## config.mk

```make
export PLATFORM = sky130hd
export DESIGN_NAME = usb_pkt_serializer
export DESIGN_NICKNAME = d
export VERILOG_FILES = /design/src/rtl/usb_pkt_serializer.sv
export SDC_FILE = /design/constraint.sdc
export NUM_CORES = 1
export LEC_CHECK = 0
export CAP_MARGIN = 20
export CORE_MARGIN = 2
export CORE_UTILIZATION = 45
export CTS_CLUSTER_DIAMETER = 50
export DETAILED_ROUTE_END_ITERATION = 12
export PLACE_DENSITY = 0.68
export SYNTH_ARGS = -nofsm -noshare
export SYNTH_HDL_FRONTEND = slang
export SYNTH_SLANG_ARGS = --single-unit
```

## constraint.sdc

```tcl
create_clock -name clk -period 2.3 [get_ports clk]
set_input_delay 0.46 -clock clk [delete_from_list [all_inputs] [get_ports clk]]
set_output_delay 0.46 -clock clk [all_outputs]
set_load 0.03 [all_outputs]
```

## src/rtl/usb_pkt_serializer.sv

```systemverilog
// usb_pkt_serializer: turns one handshake/token/data packet request into a serial bit stream
// (SYNC, PID, payload, optional CRC), LSB first, one bit per accepted downstream beat.
// Build option: define USB_PKT_CRC_EN to append CRC5/CRC16 inline; otherwise the CRC state
// is skipped and the downstream CRC unit relies on crc_cov/eop.
//
// state    | meaning
// ---------+---------------------------------------------------------------
// IDLE     | pkt_ready=1, waiting for a request with pkt_type != 00
// SYNC     | shifting the 8 SYNC bits; sop on bit 0
// PID      | shifting {~pid, pid}
// PAYLOAD  | token addr+endp (11 bits) or 8*len data bits; crc_cov=1
// CRC      | inverted CRC remainder, MSB first (USB_PKT_CRC_EN only)
// EOP_WAIT | eop=1 until sent_pkt
module usb_pkt_serializer #(
    parameter int          MAX_DATA_BYTES = 8,
    parameter logic [7:0]  SYNC_PATTERN   = 8'h80,
    localparam int         LEN_W          = $clog2(MAX_DATA_BYTES + 1)
) (
    input  logic                        clk,
    input  logic                        rst_n,
    input  logic                        pkt_valid,
    output logic                        pkt_ready,
    input  logic [1:0]                  pkt_type,
    input  logic [3:0]                  pid,
    input  logic [6:0]                  tok_addr,
    input  logic [3:0]                  tok_endp,
    input  logic [8*MAX_DATA_BYTES-1:0] data,
    input  logic [LEN_W-1:0]            data_len,
    input  logic                        abort,
    input  logic                        bit_ready,
    output logic                        s_out,
    output logic                        s_valid,
    output logic                        sop,
    output logic                        crc_cov,
    output logic                        eop,
    input  logic                        sent_pkt
);

    localparam int CW = LEN_W + 4;
    localparam int PW = (8 * MAX_DATA_BYTES > 11) ? 8 * MAX_DATA_BYTES : 11;

    typedef enum logic [2:0] {
        IDLE,
        SYNC,
        PID,
        PAYLOAD,
        CRC,
        EOP_WAIT
    } state_t;

    state_t           state_q, state_d;
    logic [CW-1:0]    cnt_q, cnt_d;
    logic [1:0]       type_q, type_d;
    logic [3:0]       pid_q, pid_d;
    logic [LEN_W-1:0] len_q, len_d;
    logic [PW-1:0]    pay_q, pay_d;

    logic             is_tok;
    logic             is_hs;
    logic             beat;
    logic [7:0]       pid_byte;
    logic [CW-1:0]    pay_last;
    logic [CW-1:0]    crc_last;

    assign is_tok   = (type_q == 2'b01);
    assign is_hs    = (type_q == 2'b10);
    assign pid_byte = {~pid_q, pid_q};
    assign beat     = s_valid & bit_ready;
    assign pay_last = is_tok ? CW'(10) : (CW'({len_q, 3'b000}) - CW'(1));
    assign crc_last = is_tok ? CW'(4) : CW'(15);

`ifdef USB_PKT_CRC_EN
    localparam bit CRC_EN = 1'b1;
    logic [15:0] crc_q, crc_d;
    logic        crc_fb;
    logic        crc_bit;

    // CRC5 lives in crc_q[4:0] (init 1F), CRC16 in the full register (init FFFF)
    always_comb begin
        crc_d  = crc_q;
        crc_fb = pay_q[0] ^ (is_tok ? crc_q[4] : crc_q[15]);
        if (state_q == IDLE) begin
            crc_d = 16'hFFFF;
        end else if (state_q == PAYLOAD && beat) begin
            if (is_tok) begin
                crc_d[4:0] = {crc_q[3:0], 1'b0} ^ (crc_fb ? 5'h05 : 5'h00);
            end else begin
                crc_d = {crc_q[14:0], 1'b0} ^ (crc_fb ? 16'h8005 : 16'h0000);
            end
        end else if (state_q == CRC && beat) begin
            crc_d = {crc_q[14:0], 1'b0};
        end
    end

    assign crc_bit = ~(is_tok ? crc_q[4] : crc_q[15]);

    // CRC remainder register
    always_ff @(posedge clk or negedge rst_n) begin
        if (!rst_n) begin
            crc_q <= 16'hFFFF;
        end else begin
            crc_q <= crc_d;
        end
    end
`else
    localparam bit CRC_EN = 1'b0;
    logic crc_bit;
    assign crc_bit = 1'b0;
`endif

    // next-state, field latching and bit counter
    always_comb begin
        state_d = state_q;
        cnt_d   = cnt_q;
        type_d  = type_q;
        pid_d   = pid_q;
        len_d   = len_q;
        pay_d   = pay_q;
        case (state_q)
            IDLE: begin
                if (pkt_valid && pkt_type != 2'b00) begin
                    state_d = SYNC;
                    cnt_d   = '0;
                    type_d  = pkt_type;
                    pid_d   = pid;
                    len_d   = (data_len > LEN_W'(MAX_DATA_BYTES)) ? LEN_W'(MAX_DATA_BYTES)
                                                                   : data_len;
                    pay_d   = '0;
                    if (pkt_type == 2'b01) begin
                        pay_d[10:0] = {tok_endp, tok_addr};
                    end else begin
                        pay_d[8*MAX_DATA_BYTES-1:0] = data;
                    end
                end
            end
            SYNC: begin
                if (beat) begin
                    if (cnt_q == CW'(7)) begin
                        state_d = PID;
                        cnt_d   = '0;
                    end else begin
                        cnt_d = cnt_q + CW'(1);
                    end
                end
            end
            PID: begin
                if (beat) begin
                    if (cnt_q == CW'(7)) begin
                        cnt_d = '0;
                        if (is_hs) begin
                            state_d = EOP_WAIT;
                        end else if (is_tok || len_q != '0) begin
                            state_d = PAYLOAD;
                        end else begin
                            state_d = CRC_EN ? CRC : EOP_WAIT;
                        end
                    end else begin
                        cnt_d = cnt_q + CW'(1);
                    end
                end
            end
            PAYLOAD: begin
                if (beat) begin
                    pay_d = pay_q >> 1;
                    if (cnt_q == pay_last) begin
                        state_d = CRC_EN ? CRC : EOP_WAIT;
                        cnt_d   = '0;
                    end else begin
                        cnt_d = cnt_q + CW'(1);
                    end
                end
            end
            CRC: begin
                if (beat) begin
                    if (cnt_q == crc_last) begin
                        state_d = EOP_WAIT;
                        cnt_d   = '0;
                    end else begin
                        cnt_d = cnt_q + CW'(1);
                    end
                end
            end
            EOP_WAIT: begin
                if (sent_pkt) begin
                    state_d = IDLE;
                end
            end
            default: begin
                state_d = IDLE;
                cnt_d   = '0;
            end
        endcase
        // abort wins over any beat or sent_pkt
        if (abort && state_q != IDLE) begin
            state_d = IDLE;
            cnt_d   = '0;
        end
    end

    // serial outputs are decoded from the registered state, so they hold during stalls
    always_comb begin
        s_out = 1'b0;
        case (state_q)
            SYNC:    s_out = SYNC_PATTERN[cnt_q[2:0]];
            PID:     s_out = pid_byte[cnt_q[2:0]];
            PAYLOAD: s_out = pay_q[0];
            CRC:     s_out = crc_bit;
            default: s_out = 1'b0;
        endcase
    end

    assign pkt_ready = (state_q == IDLE);
    assign s_valid   = (state_q == SYNC) || (state_q == PID) ||
                       (state_q == PAYLOAD) || (state_q == CRC);
    assign sop       = (state_q == SYNC) && (cnt_q == '0);
    assign crc_cov   = (state_q == PAYLOAD);
    assign eop       = (state_q == EOP_WAIT);

    // state and datapath registers
    always_ff @(posedge clk or negedge rst_n) begin
        if (!rst_n) begin
            state_q <= IDLE;
            cnt_q   <= '0;
            type_q  <= 2'b00;
            pid_q   <= 4'h0;
            len_q   <= '0;
            pay_q   <= '0;
        end else begin
            state_q <= state_d;
            cnt_q   <= cnt_d;
            type_q  <= type_d;
            pid_q   <= pid_d;
            len_q   <= len_d;
            pay_q   <= pay_d;
        end
    end

endmodule

```

== After elaboration in Yosys (flattened, before gate mapping) ==
Memories as Yosys holds them, arrays and structs flattened.
Cells that the tools add are included.
Word-level totals
  word-level logic and storage cells: 91
  bits of input ports: 91
  register bits after elaboration: 85
  memories kept: 1
  output and inout bits: 6
  memory bits (read-only): 8
Memories
  (name not given): depth 8, bits a word 1, rd ports 1, clocked after memory_dff 0, wr ports 0, RTL line 204  | SYNC: s_out = SYNC_PATTERN[cnt_q[2:0]];
Operators by class
  muxes and demuxes: 35
  reduce and logical (&&, ||, !) cells: 18
  magnitude comparators: 2
  equal/unequal tests: 25
  bitwise operators: 2
  add/sub/neg operators: 2
Operators by type and width (count)
  two-way mux 64 bit: 2
  case mux 64 bit (2 select lines): 1
  two-way mux 8 bit: 9
  two-way mux 53 bit: 1
  case mux 8 bit (5 select lines): 1
  two-way mux 3 bit: 13
  inequality test 3 bit, second input constant: 6
  case mux 3 bit (6 select lines): 1
  inequality test 3 x 1 -> 1 bit, second input constant: 5
  two-way mux 11 bit: 1
  AND reduction 10 bit: 1
  adder 8 x 1 -> 8 bit, second input constant: 1
  == test 8 x 3 -> 1 bit, second input constant: 1
  == test 8 x 4 -> 1 bit: 1
  == test 8 bit: 1
  zero test 8 bit: 1
  two-way mux 4 bit: 2
  subtractor 7 x 1 -> 8 bit, second input constant: 1
  == test 3 x 2 -> 1 bit, second input constant: 2
  == test 3 bit, second input constant: 2
  inequality test 2 x 1 -> 1 bit, second input constant: 3
  AND reduction 5 bit: 1
  == test 2 x 1 -> 1 bit, second input constant: 2
  > comparator 4 bit, second input constant: 1
  other kinds (17): 24

== Longest topological paths before layout ==
Gate-level depths: netlist of the first run.
  word-level depth: 8
  gate-level depth with buffers: 10
  depth with buffers taken out: 8

== Worst setup path before layout of the first run ==
OpenSTA, ideal clock, no wires.
  kind: reg2reg
  start: register state_q[1]
  end: register cnt_q[3]
  buffers on the path: 1
  cell stages (with the launch flop): 8
  setup slack: -0.046 ns
  required time: 2.166 ns
  period minus slack after synthesis: 2.346 ns
  setup time: 0.134 ns
  arrival time: 2.212 ns
  cell sequence: dfrtp_1 -> buf_2 -> nor3_1 -> nor4b_2 -> nand2_1 -> a31oi_1 -> a211oi_1 -> o32ai_1
On the way
  elaborated cells on any way between the ends: 21
  classes of those cells: eq/ne: 10; mux: 2; bitwise: 1; reduce/logical: 8
RTL lines
  start: declaration: RTL line 51  | state_t state_q, state_d;
  start signal: assignment: RTL line 229  | state_q <= state_d;
  zero test 3 bit (*)
  named net pkt_ready: RTL line 22  | output logic pkt_ready,
  inequality test 3 x 1 -> 1 bit (no line) / case mux 8 bit (5 select lines) (equally long branches)
  AND reduction 5 bit (no line) / two-way mux 8 bit (equally long branches)
  end signal: assignment: RTL line 230  | cnt_q <= cnt_d;
  end: declaration: RTL line 52  | logic [CW-1:0] cnt_q, cnt_d;
Mark *: on every way through the listed nets, which the timed path passes. The rest lies on a longest branch.
A chain may end at the register's enable or synchronous reset.

== Worst setup path in the final report of the first run ==
  start: register cnt_q[0]
  end: output s_out
On the way
  word-level cells in the longest chain between the ends: 3
  elaborated cells on any way between the ends: 5
  classes of those cells: mux: 4; memory: 1
RTL lines
  memory (8 x 1 bit) / binary-select mux 1 bit (select 3 bit) (equally long branches)
  two-way mux 1 bit (on tied branches): RTL line 204, 205
  case mux 1 bit (3 select lines) (*): RTL line 203  | case (state_q)
  end: declaration: RTL line 31  | output logic s_out,
Mark *: on every way between the ends. The rest lies on a longest branch, timed or not. The select of a mux whose other input is x is not followed.

==> flow_metrics.tcl, run 1 <==
set metrics [dict create \
    outcome "complete, but fails checks" \
    violations "negative setup slack" \
    rsz0062_at_grt "yes" \
    drive_above_1_share 0.1442 \
    clock_latency_ns 0.35 \
    placed_cells 770 \
    grt_pass1_wl_um 19400 \
    slew_headroom 0.7134 \
    design.core.area_um2 10320 \
    criticalPathCategory "reg2out" \
    syn_area_per_cell_um2 8.722 \
    worstRegToRegCells 8 \
    cts_buffers 9 \
    final-instance-count-excl-fill 788 \
    die_w_um 107.0 \
    grt_overflow 0 \
    synth_cell_types 58 \
    min-delay-path-class "in2async" \
    drtIter0Drc 254 \
    cp-end-kind "output port" \
    worst_pin_slew_ns 0.4266 \
    io_pins 97 \
    start_util 0.4621 \
    ctsRootBufferMaster "clkbuf_8" \
    p_seq_frac 0.403 \
    wire_per_inst_um 14.93 \
    clkPwrFrac 0.165 \
    cts_tree "done" \
    multiInputGateArea_um2 2447 \
    cts_max_path_buffers 2 \
    grt_max_degree 88 \
    final_util 0.6088 \
    drtPass1Iterations 7 \
    ant_nets 0 \
    p_switching_mw 2.333 \
    num_vias 4234 \
    fin_crit_sh 1.034 \
    grt_pass1_vias 4045 \
    die-area_um2 11440 \
    routed_wl_um 11760 \
    dominantRegCellSynth "dfrtp_1" \
    fin_skew_ns 0.005816 \
    gp_congestion 0.9000 \
    die_h_um 107.0 \
    swShare 0.3778 \
    p_int_mw 3.843 \
    synth_edf_count 0 \
    peakVddDrop_mv 0.4899 \
    slew_viol_final 0 \
    yosysWarnings 0 \
    clkSlewWorstSetupHoldPaths_ns 0.08 \
    synth_area_um2 4771 \
    syn_to_final_growth_pct 31.73 \
    setup_viol 1 \
    syn_nets 642 \
    yosysSeqAreaShare 0.4458 \
    fmax_mhz 420.4 \
    worst_slack_ns -0.07886 \
    cp.arrival_ns 1.92 \
    regToRegSetupSlack_ns 0.07 \
    cp-start-kind "flop" \
    timing.hold.ws_ns 0.02844 \
    cts-htree-levels 3 \
    track_usage 0.2130 \
    grt_antenna_before_repair 0 \
    synth_cells 547 \
    ff_latch_area_um2 2130 \
    fin_crit_ns 2.379 \
    p_leak_nw 2.814 \
    hold_viol_final 0 \
    cp.required_ns 1.84 \
    drc 0 \
    fin_nets 742 \
    cts_sinks 85 \
    n_fill_cell 912 \
    dp_hpwl_um 8457 \
    ys_ff_latch 85 \
    synthArstFlopShare 1.000 \
    maxCapViolations 0 \
    cp_max_fo 3 \
    io_buffers 96 \
    rows 37 \
    antennaDiodeCount 0 \
    vias_per_cell 5.373 \
    power_density_nw_per_um2 982.8 \
    power_frac_comb 0.432 \
]
==> logic make-up (layout without fill, tap and decap cells) <==
| kind of cell | after synthesis | count (layout) | share of synthesized area |
|---|---|---|---|
| AND/OR/NAND/NOR | 188 | 188 | 0.2082 |
| AO/OA/AOI/OAI | 183 | 183 | 0.2219 |
| flip-flops | 85 | 85 | 0.4458 |
| buffers and inverters | 62 | 167 | 0.05848 |
| multiplexers | 18 | 18 | 0.04196 |
| XOR/XNOR | 6 | 6 | 0.01101 |
| adder cells (fa/ha/maj) | 5 | 5 | 0.01259 |
==> layer usage <==
metal | track usage | part of all wire
met5 | 0 | 0
met1 | 0.2945 | 0.47
met4 | 0.07143 | 0.014
met3 | 0.03891 | 0.032
met2 | 0.3385 | 0.49
==> final cells by class <==
| type | instances | share of cell area |
|---|---|---|
| sequential | 85 | 0.3388 |
| timing repair buffer | 136 | 0.2063 |
| inverter | 15 | 0.009158 |
| clock inverter | 4 | 0.007764 |
| tap | 136 | 0.02708 |
| multi-input combinational | 400 | 0.3894 |
| clock buffer | 12 | 0.02150 |
==> synthesized netlist by cell type (all sizes together), types with 2 or more instances <==
cell type | count | area share
mux2i | 11 | 0.023
or4 | 3 | 0.0055
a22oi | 2 | 0.0031
nor4 | 2 | 0.0052
o32ai | 3 | 0.0055
o31ai | 3 | 0.0047
mux2 | 6 | 0.014
nor2 | 19 | 0.015
and2 | 2 | 0.0026
nand2 | 74 | 0.058
nand3b | 3 | 0.0047
xnor2 | 6 | 0.011
and3 | 57 | 0.075
or3b | 2 | 0.0037
o21ai | 77 | 0.081
nor3 | 8 | 0.0084
a211oi | 4 | 0.0063
a32o | 4 | 0.0084
nand3 | 7 | 0.0084
nor4b | 4 | 0.012
inv | 14 | 0.011
dfrtp | 85 | 0.45
a21oi | 74 | 0.078
a221oi | 2 | 0.0073
a311oi | 3 | 0.0055
clkbuf | 37 | 0.033
nand2b | 3 | 0.0039
buf | 9 | 0.011
ha | 4 | 0.010
==> worst max-delay path, stage by stage, from the launching register on <==
cell and delay, ns:
dfrtp_2 0.41, mux4_2 0.52, xnor2_1 0.15, o21ai_1 0.07, a22oi_1 0.19, nor2_1 0.06, buf_4 0.16
==> layout by cell type, fill, tap and decap left out, types with 3 or more instances in the layout <==
cell type,n
a211oi_2,3
a21oi_1,72
a311oi_1,3
a32o_1,4
and3_1,57
buf_12,4
buf_4,38
clkbuf_1,3
clkbuf_8,9
clkdlybuf4s50_1,89
clkinv_2,3
dfrtp_1,83
dlygate4sd2_1,4
ha_1,3
inv_1,13
mux2_2,6
mux2i_1,11
nand2_1,74
nand3_1,6
nand3b_1,3
nor2_1,19
nor3_1,6
o21ai_0,73
o21ai_1,3
o31ai_1,3
xnor2_1,5
==> final timing paths <==
path	from	to
hold reg to reg	pay_q[48]$_DFFE_PN0P_	pay_q[48]$_DFFE_PN0P_
setup reg to reg	len_q[1]$_DFFE_PN0P_	cnt_q[1]$_DFFE_PN0P_
max in group asynchronous	rst_n	state_q[0]$_DFFE_PN0P_
min in group clk	pay_q[48]$_DFFE_PN0P_	pay_q[48]$_DFFE_PN0P_
hold / removal	rst_n	type_q[0]$_DFFE_PN0P_
setup / recovery	cnt_q[0]$_DFFE_PN0P_	s_out
==> state kept, by name, indices dropped and copies added (netlist names) <==
signal / flops
cnt_q: 8
len_q: 4
pay_q: 64
pid_q: 4
state_q: 3
type_q: 2
==> stage by stage <==
step	power [mW]	setup TNS (ns)	instance area [µm²]	worst slack (ns)
3_3_place_gp	5.006	-0.03500	6030	-0.02696
4_1_cts	6.137	-0.2102	6231	-0.1092
3_5_place_dp	5.109	-0.1333	6030	-0.06399
5_1_grt	6.697	-0.3499	6285	-0.2093
2_1_floorplan	4.174	0	4776	0.1029
6_report	6.177	-0.07886	6285	-0.07886
==> power groups by stage <==
stage / clock network (mW) / logic (mW) / registers (mW)
floorplan: 0 / 1.80 / 2.37
global placement: 0 / 2.53 / 2.48
detailed placement: 0 / 2.60 / 2.51
CTS: 1.05 / 2.60 / 2.48
global route: 1.13 / 3.00 / 2.57
finish: 1.02 / 2.67 / 2.49
==> repair_timing <==
item | in CTS | in global routing
buffers inserted | 2 | 0
hold buffers | 0 | 0
pin swaps | 3 | 6
endpoints found under the setup margin | 8 | 12
endpoints found under the hold margin | 0 | 0
cloned | 0 | 0
gates resized for setup | 11 | 13
Power figures use the tool's default switching activity.
==> inputs of run 2 (changes only) <==
--- a/config.mk
+++ b/config.mk
@@ -10,6 +10,8 @@
 export CORE_UTILIZATION = 45
 export CTS_CLUSTER_DIAMETER = 50
 export DETAILED_ROUTE_END_ITERATION = 12
+export GPL_ROUTABILITY_DRIVEN = 0
+export HOLD_SLACK_MARGIN = 0.08
 export PLACE_DENSITY = 0.68
 export SYNTH_ARGS = -nofsm -noshare
 export SYNTH_HDL_FRONTEND = slang
==> run 2 against run 1 <==
The run still ends with negative setup slack left. Global-route usage shrank 0.31 points. Critical path depth unchanged. Sequential power shrank 2%. Clock skew is 0.0043 ns higher. Total power up 3.7%. Combinational power grew 2%. First-iteration DRC count down 37%. Utilization grew 0.59 points. Cell count unchanged. Final area up 0.98%. Worst hold slack improved by 0.057 ns. Flip-flop and latch count stayed put. Critical path type unchanged. Critical endpoint unchanged. Largest power group unchanged. Highest routed layer unchanged.
==> flow_metrics.tcl, run 2 (synthesis results as in run 1) <==
set metrics [dict create \
    clkSlewWorstSetupHoldPaths_ns 0.08 \
    ctsHoldBuffers 0 \
    cp-start-kind "flop" \
    cp-end-kind "output port" \
    fin_nets 742 \
    slew_headroom 0.6222 \
    rsz0062_at_grt "yes" \
    cts_max_path_buffers 2 \
    min-delay-path-class "in2async" \
    cts-htree-levels 3 \
    cts_sinks 85 \
    routed_wl_um 11580 \
    antennaDiodeCount 0 \
    grt_pass1_wl_um 19370 \
    power_frac_comb 0.424 \
    io_pins 97 \
    rows 37 \
    worst_slack_ns -0.08157 \
    cp.arrival_ns 1.92 \
    fmax_mhz 419.9 \
    largestRegisters "pay_q (64), cnt_q (8)" \
    num_vias 4268 \
    grt_antenna_before_repair 0 \
    top_register "pay_q" \
    design.core.area_um2 10320 \
    p_switching_mw 2.368 \
    outcome "complete, but fails checks" \
    ff_latch_area_um2 2130 \
    grt_pass1_vias 4034 \
    fin_crit_ns 2.382 \
    fin_skew_ns 0.01013 \
    syn_to_final_growth_pct 33.02 \
    cts_tree "done" \
    hold_viol_final 0 \
    drtPass1Iterations 4 \
    placed_area_um2 6007 \
    finalInstanceArea_um2 6346 \
    peakVddDrop_mv 0.4838 \
    die-area_um2 11440 \
    final_util 0.6147 \
    timing.hold.ws_ns 0.08579 \
    die_w_um 107.0 \
    final-instance-count-excl-fill 788 \
    ant_nets 0 \
    cp_max_fo 3 \
    die_h_um 107.0 \
    clock_latency_ns 0.36 \
    multiInputGateArea_um2 2457 \
    cts_buffers 9 \
    placed_cells 767 \
    track_usage 0.2099 \
    violations "negative setup slack" \
    slew_viol_final 0 \
    p_seq_frac 0.383 \
    power_density_nw_per_um2 1009 \
    final_common_cell "clkdlybuf4s50_1" \
    ctsRootBufferMaster "clkbuf_8" \
    swShare 0.3698 \
    worst_pin_slew_ns 0.5667 \
    drive_above_1_share 0.1488 \
    drtIter0Drc 161 \
    wire_per_inst_um 14.70 \
    final_cell_mix "clkdlybuf4s50_1 (90), dfrtp_1 (83), nand2_1 (74)" \
    criticalPathCategory "reg2out" \
    drc 0 \
    grt_max_degree 77 \
    io_buffers 96 \
    vias_per_cell 5.416 \
    p_leak_nw 2.834 \
    n_fill_cell 878 \
    cp.required_ns 1.84 \
    p_int_mw 4.035 \
    dp_hpwl_um 8271 \
    fin_crit_sh 1.035 \
    largest_reg_flops 64 \
    grt_overflow 0 \
    setup_viol 1 \
    maxCapViolations 0 \
    start_util 0.4621 \
    clkPwrFrac 0.193 \
]
==> run 2: power by group through the flow <==
stage | Sequential [mW] | Combinational, mW | Clock, mW
floorplan | 2.37 | 1.80 | 0
global placement | 2.45 | 2.50 | 0
detailed placement | 2.48 | 2.59 | 0
CTS | 2.45 | 2.59 | 1.26
global route | 2.54 | 3.03 | 1.32
finish | 2.45 | 2.72 | 1.23
==> run 2: per-stage QoR <==
stage           TNS (ns)  power (mW)  setup WS [ns]
6_report        -0.08157       6.403       -0.08157
3_3_place_gp   -0.005906       4.957      -0.005906
3_5_place_dp    -0.01391       5.066       -0.01391
5_1_grt          -0.2360       6.894        -0.1799
2_1_floorplan          0       4.174         0.1029
4_1_cts          -0.1181       6.310        -0.1181
==> run 2: repair_timing <==
action	4_1_cts	5_1_grt
setup endpoints to repair	5	12
setup buffers	2	3
gates resized for setup	9	18
pin swaps	0	10
==> run 2: final cells by class <==
| class | instances | share of cell area |
|---|---|---|
| Multi-Input combinational cell | 400 | 0.3872 |
| Sequential cell | 85 | 0.3356 |
| Timing Repair Buffer | 136 | 0.2045 |
| Tap cell | 136 | 0.02681 |
| Clock buffer | 12 | 0.02445 |
| Clock inverter | 4 | 0.01242 |
| Inverter | 15 | 0.009069 |
==> run 2: critical path: stages (launching register included) <==
cell,delay [ns]
dfrtp_2,0.40
mux4_2,0.56
xnor2_2,0.15
o21ai_1,0.11
a22oi_1,0.09
nor2_1,0.09
buf_4,0.16
==> run 2: final timing paths <==
path,start,end,slack (ns),cells after the start
setup / recovery,cnt_q[0]$_DFFE_PN0P_,s_out,-0.08,6
hold / removal,rst_n,cnt_q[0]$_DFFE_PN0P_,0.09,1
setup reg to reg,len_q[0]$_DFFE_PN0P_,state_q[2]$_DFFE_PN0P_,0.08,7
hold reg to reg,pay_q[2]$_DFFE_PN0P_,pay_q[2]$_DFFE_PN0P_,0.48,2
max in group asynchronous,rst_n,cnt_q[3]$_DFFE_PN0P_,1.63,2
min in group clk,pay_q[2]$_DFFE_PN0P_,pay_q[2]$_DFFE_PN0P_,0.48,2
==> run 2: per-layer routing <==
| layer | track usage | vias to the layer above | share of wire |
|---|---|---|---|
| li1 | - | 2146 | - |
| met1 | 0.2862 | 2014 | 0.46 |
| met2 | 0.3435 | 98 | 0.49 |
| met3 | 0.02979 | 10 | 0.044 |
| met4 | 0.07328 | 0 | 0.012 |
| met5 | 0 | - | 0 |
